File: src/rtl/pc_sequencer.sv
// Program counter sequencer: branch/jump/call/return, a return-address stack,
// halt, and a single-level context exchange with a saved PC.
module pc_sequencer #(
    parameter int ADDR_WIDTH     = 12,
    parameter int RESET_VECTOR   = 256,
    parameter int CONTEXT_VECTOR = 1083,
    parameter int STACK_DEPTH    = 8
) (
    input  logic                         clock,
    input  logic                         resetCPU,
    input  logic [ADDR_WIDTH-1:0]        address,
    input  logic                         zero,
    input  logic                         negative,
    input  logic                         bzero,
    input  logic                         bnegative,
    input  logic                         jump,
    input  logic                         call,
    input  logic                         ret,
    input  logic                         HLT,
    input  logic                         jump_context_exchange,
    input  logic                         context_return,
    output logic [ADDR_WIDTH-1:0]        programCounter,
    output logic [$clog2(STACK_DEPTH):0] stack_level,
    output logic                         stack_overflow,
    output logic                         stack_underflow
);

    localparam int IW = $clog2(STACK_DEPTH);
    localparam int LW = IW + 1;
    localparam logic [ADDR_WIDTH-1:0] RESET_PC   = ADDR_WIDTH'(RESET_VECTOR);
    localparam logic [ADDR_WIDTH-1:0] CONTEXT_PC = ADDR_WIDTH'(CONTEXT_VECTOR);
    localparam logic [LW-1:0]         FULL_LEVEL = LW'(STACK_DEPTH);

    logic [ADDR_WIDTH-1:0] stack [STACK_DEPTH];
    logic [ADDR_WIDTH-1:0] saved_pc;
    logic [ADDR_WIDTH-1:0] pc_inc;
    logic [ADDR_WIDTH-1:0] branch_add;
    logic [ADDR_WIDTH-1:0] stack_top;
    logic [ADDR_WIDTH-1:0] lower_pc;
    logic [ADDR_WIDTH-1:0] pc_next;
    logic [IW-1:0]         top_idx;
    logic [IW-1:0]         push_idx;
    logic                  taken;
    logic                  empty;
    logic                  full;
    logic                  stack_ok;
    logic                  push;
    logic                  pop;
    logic                  set_ovf;
    logic                  set_unf;

    always_comb begin
        pc_inc     = programCounter + 1'b1;
        branch_add = pc_inc + address;
        taken      = (bzero & zero) | (bnegative & negative);
        empty      = (stack_level == '0);
        full       = (stack_level == FULL_LEVEL);
        top_idx    = IW'(stack_level - 1'b1);
        push_idx   = stack_level[IW-1:0];
        stack_top  = stack[top_idx];

        // lower_pc is what the PC would become with both context controls low;
        // it also feeds saved_pc on a context exchange.
        lower_pc = pc_inc;
        if (HLT)
            lower_pc = programCounter;
        else if (ret)
            lower_pc = empty ? pc_inc : stack_top;
        else if (call || jump)
            lower_pc = address;
        else if (taken)
            lower_pc = branch_add;

        stack_ok = !jump_context_exchange && !context_return && !HLT;
        push     = stack_ok && !ret && call && !full;
        set_ovf  = stack_ok && !ret && call && full;
        pop      = stack_ok && ret && !empty;
        set_unf  = stack_ok && ret && empty;

        pc_next = lower_pc;
        if (jump_context_exchange)
            pc_next = CONTEXT_PC;
        else if (context_return)
            pc_next = saved_pc;
    end

    always_ff @(posedge clock or posedge resetCPU) begin
        if (resetCPU) begin
            programCounter  <= RESET_PC;
            saved_pc        <= RESET_PC;
            stack_level     <= '0;
            stack_overflow  <= 1'b0;
            stack_underflow <= 1'b0;
        end else begin
            programCounter <= pc_next;
            if (jump_context_exchange)
                saved_pc <= lower_pc;
            if (push)
                stack_level <= stack_level + 1'b1;
            else if (pop)
                stack_level <= stack_level - 1'b1;
            if (set_ovf)
                stack_overflow <= 1'b1;
            if (set_unf)
                stack_underflow <= 1'b1;
        end
    end

    // Entries are not reset: anything written at or above stack_level is never read.
    always_ff @(posedge clock) begin
        if (push)
            stack[push_idx] <= pc_inc;
    end

endmodule

File: config.mk
export PLATFORM = sky130hd
export DESIGN_NAME = pc_sequencer
export DESIGN_NICKNAME = d
export VERILOG_FILES = /design/src/rtl/pc_sequencer.sv
export SDC_FILE = /design/constraint.sdc
export NUM_CORES = 1
export LEC_CHECK = 0
export ABC_AREA = 1
export CORE_MARGIN = 10
export CORE_UTILIZATION = 54
export CTS_CLUSTER_SIZE = 20
export DETAILED_ROUTE_END_ITERATION = 16
export GPL_TIMING_DRIVEN = 0
export PLACE_DENSITY = 0.77
export SLEW_MARGIN = 10
export SYNTH_ARGS = -nofsm -noshare
export SYNTH_HDL_FRONTEND = slang
export SYNTH_SLANG_ARGS = --single-unit
File: constraint.sdc
create_clock -name clock -period 2.8 [get_ports clock]
set_input_delay 0.56 -clock clock [delete_from_list [all_inputs] [get_ports clock]]
set_output_delay 0.56 -clock clock [all_outputs]
set_load 0.01 [all_outputs]
==> results of run 1 <==
-- through the flow --
step	hold WS, ps	instances
floorplan	439	692
global placement	460	879
detailed placement	453	884
CTS	467	928
global route	503	942
finish	467	942
-- final timing paths --
kind                                              from                     endpoint  slack (ps)  cells after the start
hold reg to reg             stack_overflow$_DFFE_PP0P_   stack_overflow$_DFFE_PP0P_         470                      2
max in group asynchronous                     resetCPU  programCounter[5]$_DFF_PP0_        1340                      2
min in group asynchronous                     resetCPU   stack_level[2]$_DFFE_PP0P_         720                      2
hold / removal              stack_overflow$_DFFE_PP0P_   stack_overflow$_DFFE_PP0P_         470                      2
setup / recovery                        context_return   stack_level[3]$_DFFE_PP0P_          50                     12
setup reg to reg           programCounter[0]$_DFF_PP0_     saved_pc[10]$_DFFE_PP0P_          60                     20
-- layout by cell type (no fill, tap or decap), drive strengths merged, types with 5 or more instances in the layout --
master         netlist  final
nand2              143    143
edfxtp              96     96
o21ai               82     82
nor2                77     77
inv                 60     57
nand3               51     51
buf                 10     41
clkdlybuf4s50        0     40
clkbuf              19     37
a21oi               30     30
dfrtp               28     28
o22ai               19     19
ha                  16     16
o211ai              10     10
nor3                10     10
nand4                9      9
o221ai               8      8
xor2                 7      7
clkinvlp             0      6
bufinv               0      6
xnor2                5      5
clkinv               0      5
-- power breakdown --
group	total, uW	switching (uW)	internal (uW)
sequential	2400	156	2250
clock	2500	811	1690
combinational	3840	2470	1370
-- cell type report --
cell class / count / share of cell area (%)
timing repair buffer: 71 / 7.82
multi-input combinational: 477 / 34.2
clock inverter: 14 / 2.78
clock buffer: 18 / 5.10
buffer: 29 / 2.65
inverter: 60 / 2.89
sequential: 126 / 42.4
tap: 147 / 2.14
-- repair_timing --
item                                   CTS  global route
pin swaps                                6            25
setup buffers                           12            14
gates resized for setup                 38            86
setup endpoints to repair               74            56
endpoints found under the hold margin    0             0
-- registers in the layout (all words and copies together), names as in the netlist --
signal	count
saved_pc	12
stack_underflow	1
programCounter	12
stack	96
stack_level	4
stack_overflow	1
-- tightest hold or removal path: stages (launching register included) --
cell	delay, ps
dfrtp_1	340
inv_1	40
o31ai_1	50
-- layer usage --
metal  share of wire, %  wire, um
met4                5.1      1010
met2                 48      9460
met1                 37      7270
met3                9.6      1880
met5                  0         0
-- cells by family after synthesis --
kind of cell	Yosys count	synth area share, %
AND/OR/NAND/NOR	292	19.0
AO/OA/AOI/OAI	156	13.7
flip-flops	126	55.3
buffers and inverters	89	6.72
adder cells (fa/ha/maj)	17	3.35
XOR/XNOR	12	2.00
==> metrics.md, run 1 <==
| Metric | Value |
|---|---|
| Cell Area, Synth | 0.00658 mm^2 |
| ANT cells | 0 |
| First-pass GRT wire length | 29100 um |
| Post-synth top area share | 43.8% |
| Layout Nets | 823 |
| Core area | 0.0120 mm^2 |
| TNS Setup | 0 ps |
| Slew @ Worst Pin | 1110 ps |
| Max-cap violation count | 0 |
| DR vias/cell | 6.21 |
| Finished Cell Area | 0.00860 mm^2 |
| DR pass1 iterations | 6 |
| Row cnt | 40 |
| Worst path max stage delay | 510 ps |
| Vias in the first global route | 5752 |
| Peak VDD IR | 0.524 mV |
| Layout cells sized above 1 | 25.2% |
| Total CTS buffers | 17 |
| Synth warn | 0 |
| Min Tclk post-route | 2750 ps |
| Largest fanout on the critical path | 13 |
| Quantity of hold-fixing buffers added after cts | 0 |
| Setup CP Type | primary input to flip-flop |
| Die area | 0.0170 mm^2 |
| CTS tree | built |
| Clk slew on worst S/H paths | 60 ps |
| Tcrit/Tclk final | 98.3% |
| Setup violators final | 0 |
| Post-Syn Instances | 692 |
| HPWL after DPL | 12800 um |
| GR Util met2 | 37.4% |
| IO Count | 42 |
| CP startpoint kind | primary input |
| Port-buffer cells | 40 |
| FF/Latch Area | 0.00365 mm^2 |
| Final Skew | 8.68 ps |
| Final Wtd Congestion | 0.919 |
| Most frequent cell after synthesis | nand2_1 |
| Slowest CP cell | clkdlybuf4s50_1 |
| Worst slew margin | 26.2% |
| Nature of the critical path endpoint | flip-flop |
| Height of the die | 130 um |
| Tot GR Track Use | 22.5% |
| Slew Viols, Final | 0 |
| Clock tree buffer depth | 2 |
| Total grt overflow | 0 |
| Fin util | 71.9% |
| Post-synthesis sequential area ratio | 55.3% |
| Largest cells by area after synthesis | edfxtp_1, dfrtp_1, nand2_1 |
| Status | finished clean |
| Cell Pwr Density | 1020 mW/mm^2 |
| Worst path bufs/invs | 4 |
| Post-synth cell types | 42 |
| Power after layout | 8750 uW |
| Met1 track utilization from global routing | 26.0% |
| Initial Util | 55.0% |
| Clock Sink Count | 126 |
| Mapped Nets | 733 |
| WL/cell | 20.8 um |
| Post-Syn Area per Cell | 9.50 um^2 |
| Via count | 5853 |
| Horiz. Die Dim | 130 um |
| Unrepaired setup endpoints after global routing | yes |
| Leakage power | 0.00336 uW |
| Min-delay worst type | flip-flop to flip-flop |
| Initial antenna violation count | 0 |
| Worst skew pair latency | 420 ps |
| Post-place setup slack | -598 ps |
| CP delay by family, top | simple AND/OR/NAND/NOR gates |
| H-tree Lvls | 4 |
| Cell repeated most along the worst path | inv_1 |
| Primary FF master, synth | edfxtp_1 |
| Final wirelength | 19600 um |
| Placed Area | 0.00724 mm^2 |
| EDFF count, synth | 96 |
| Area leader, netlist | edfxtp_1 |
| Final ANT Viol Nets | 0 |
| #FFs+latches synth | 126 |
| Final Hold Fails | 0 |
| Largest net degree at the start of global routing | 31 |
| FFs w/ async S/R, synth | 23.8% |
| WP data arrival | 3040 ps |
| Met3 usage | 6.29% |
| Final critical-path setup slack | 47.9 ps |
| Area of the multi-input gates | 0.00295 mm^2 |
| Area growth, synth to finish | 30.8% |
| WP data required | 3090 ps |
| 1st-iter DRT viols | 731 |
| Remaining DRCs | 0 |
| Max Fclk | 363 MHz |
| Cell Chain, Critical Path | clkdlybuf4s50_1 > nor2_1 > nand2_1 > inv_1 > nand3_1 > inv_1 > o21ai_2 > inv_1 > nand2_1 > nor2_4 > o21ai_1 > xor2_1 |
| GRT busiest layer | met2 |
| CTS root buf | clkbuf_16 |
| Post-synth top cells | nand2_1, edfxtp_1, nor2_1, o21ai_0, inv_1 |
| Fill count | 789 |
Note: power is estimated with default switching activity, not from simulation.
==> inputs of run 2 (changes only) <==
SLEW_MARGIN = 40   (was 10)
==> run 2 against run 1 <==
  * Hold slack worse by 5.9 ps
  * Flip-flop and latch count stayed put
  * Critical path depth rose by 4
  * Non-clock buffer count grew 1
  * Setup slack better by 13 ps
  * Sequential share of layout area increased by 1.0 points
  * Critical path type is now flip-flop to flip-flop
  * Largest cell class unchanged
==> metrics.md, run 2 (same netlist as run 1, synthesis figures left out) <==
| Metric | Value |
|---|---|
| CTS root buf | clkbuf_16 |
| Min-delay worst type | flip-flop to flip-flop |
| HPWL after DPL | 13000 um |
| ANT cells | 0 |
| Power after layout | 8460 uW |
| Die area | 0.0170 mm^2 |
| Area growth, synth to finish | 27.7% |
| Leakage power | 0.00332 uW |
| Nature of the critical path endpoint | flip-flop |
| Remaining DRCs | 0 |
| Via count | 5700 |
| CTS tree | built |
| DR pass1 iterations | 5 |
| Most frequent cells in the layout | nand2_1, edfxtp_1, o21ai_0 |
| WL/cell | 20.1 um |
| Slew Viols, Final | 0 |
| Fill count | 844 |
| 1st-iter DRT viols | 555 |
| Layout Nets | 824 |
| Biggest register | stack |
| IO Count | 42 |
| Max Fclk | 365 MHz |
| Final ANT Viol Nets | 0 |
| Clock Sink Count | 126 |
| First-pass GRT wire length | 29000 um |
| Worst slew margin | 43.7% |
| Final Skew | 6.46 ps |
| Largest fanout on the critical path | 4 |
| Max reg flops | 96 |
| Tot GR Track Use | 22.6% |
| DR vias/cell | 6.04 |
| Final wirelength | 18900 um |
| Initial antenna violation count | 0 |
| Tcrit/Tclk final | 97.8% |
| Peak VDD IR | 0.479 mV |
| Finished Cell Area | 0.00840 mm^2 |
| Layout cells sized above 1 | 23.4% |
| Post-place setup slack | -440 ps |
| Status | finished clean |
| Total CTS buffers | 17 |
| Core area | 0.0120 mm^2 |
| H-tree Lvls | 4 |
| CP startpoint kind | flip-flop |
| Final Hold Fails | 0 |
| Row cnt | 40 |
| Setup CP Type | flip-flop to flip-flop |
| Final critical-path setup slack | 61.2 ps |
| Slew @ Worst Pin | 844 ps |
| Quantity of hold-fixing buffers added after cts | 0 |
| Cell Pwr Density | 1010 mW/mm^2 |
| TNS Setup | 0 ps |
| WP data required | 3110 ps |
| Worst skew pair latency | 420 ps |
| Placed Area | 0.00726 mm^2 |
| Horiz. Die Dim | 130 um |
| Setup violators final | 0 |
| WP data arrival | 3050 ps |
| Clk slew on worst S/H paths | 60 ps |
| Largest net degree at the start of global routing | 31 |
| Height of the die | 130 um |
| Fin util | 70.2% |
| Vias in the first global route | 5720 |
| Final Wtd Congestion | 0.919 |
| Unrepaired setup endpoints after global routing | yes |
| Clock tree buffer depth | 2 |
| Port-buffer cells | 40 |
| Top flop regs | stack x96, programCounter x12, saved_pc x12 |
| Max-cap violation count | 0 |
| Min Tclk post-route | 2740 ps |
| Total grt overflow | 0 |
| Most common cell after layout, fill and taps aside | nand2_1 |
| Initial Util | 55.0% |
-- run 2: cell count changes in the layout (fill, tap and decap cells not counted), sizes merged --
cell | before | now
bufinv | 6 | 4
clkbuf | 37 | 38
clkinv | 5 | 6
clkinvlp | 6 | 7
-- run 2: per-layer routing --
layer / global-route usage (%) / part of all wire, % / routed length, um
met3: 5.52 / 9.2 / 1750
met4: 13.9 / 4.4 / 832
met2: 37.5 / 49 / 9350
met5: 0 / 0 / 0
met1: 25.8 / 37 / 7010
-- run 2: final cells by class --
cell class | instances | area [um^2] | area share, %
clock buffers | 18 | 439 | 5.23
plain buffers | 29 | 228 | 2.71
clock inverters | 14 | 191 | 2.28
repair buffers | 72 | 648 | 7.72
flip-flops and latches | 126 | 3650 | 43.4
inverters | 60 | 246 | 2.93
multi-input cells | 477 | 2820 | 33.5
well taps | 147 | 184 | 2.19
-- run 2: metrics by stage --
step           hold WS, ps  std cells
2_1_floorplan          439        692
5_1_grt                492        943
3_5_place_dp           452        888
3_3_place_gp           460        879
4_1_cts                466        931
6_report               461        943
-- run 2: final timing paths --
kind	from	endpoint	slack (ps)	depth (start not counted)
worst max-delay path	programCounter[0]$_DFF_PP0_	saved_pc[10]$_DFFE_PP0P_	60	16
worst min-delay path	stack_overflow$_DFFE_PP0P_	stack_overflow$_DFFE_PP0P_	460	2
worst max register to register	programCounter[0]$_DFF_PP0_	saved_pc[10]$_DFFE_PP0P_	60	16
worst min register to register	stack_overflow$_DFFE_PP0P_	stack_overflow$_DFFE_PP0P_	460	2
max in group asynchronous	resetCPU	programCounter[2]$_DFF_PP0_	1830	2
min in group asynchronous	resetCPU	saved_pc[3]$_DFFE_PP0P_	530	2
-- run 2: worst max-delay path, stage by stage (launching register included) --
cell,delay (ps)
dfrtp_2,440
clkinvlp_4,150
nor2_4,160
buf_4,170
nand2_4,80
xnor2_4,180
ha_1,350
a21oi_2,180
o21ai_0,120
a21oi_1,190
nand4_1,120
nand3_1,110
nand2_1,50
nand2_1,80
nand2_1,80
nand3_1,100
nand2_1,70
-- run 2: power by group --
part           internal, uW  total [uW]  switching [uW]
logic                  1350        3760            2410
clock network          1510        2310             805
registers              2250        2390             146
total                  5110        8460            3360
-- run 2: timing repair --
item	4_1_cts	5_1_grt
resized for setup	35	56
endpoints found under the hold margin	0	0
buffers inserted	11	12
pin swaps	3	17
gates cloned	0	0
endpoints found under the setup margin	43	28
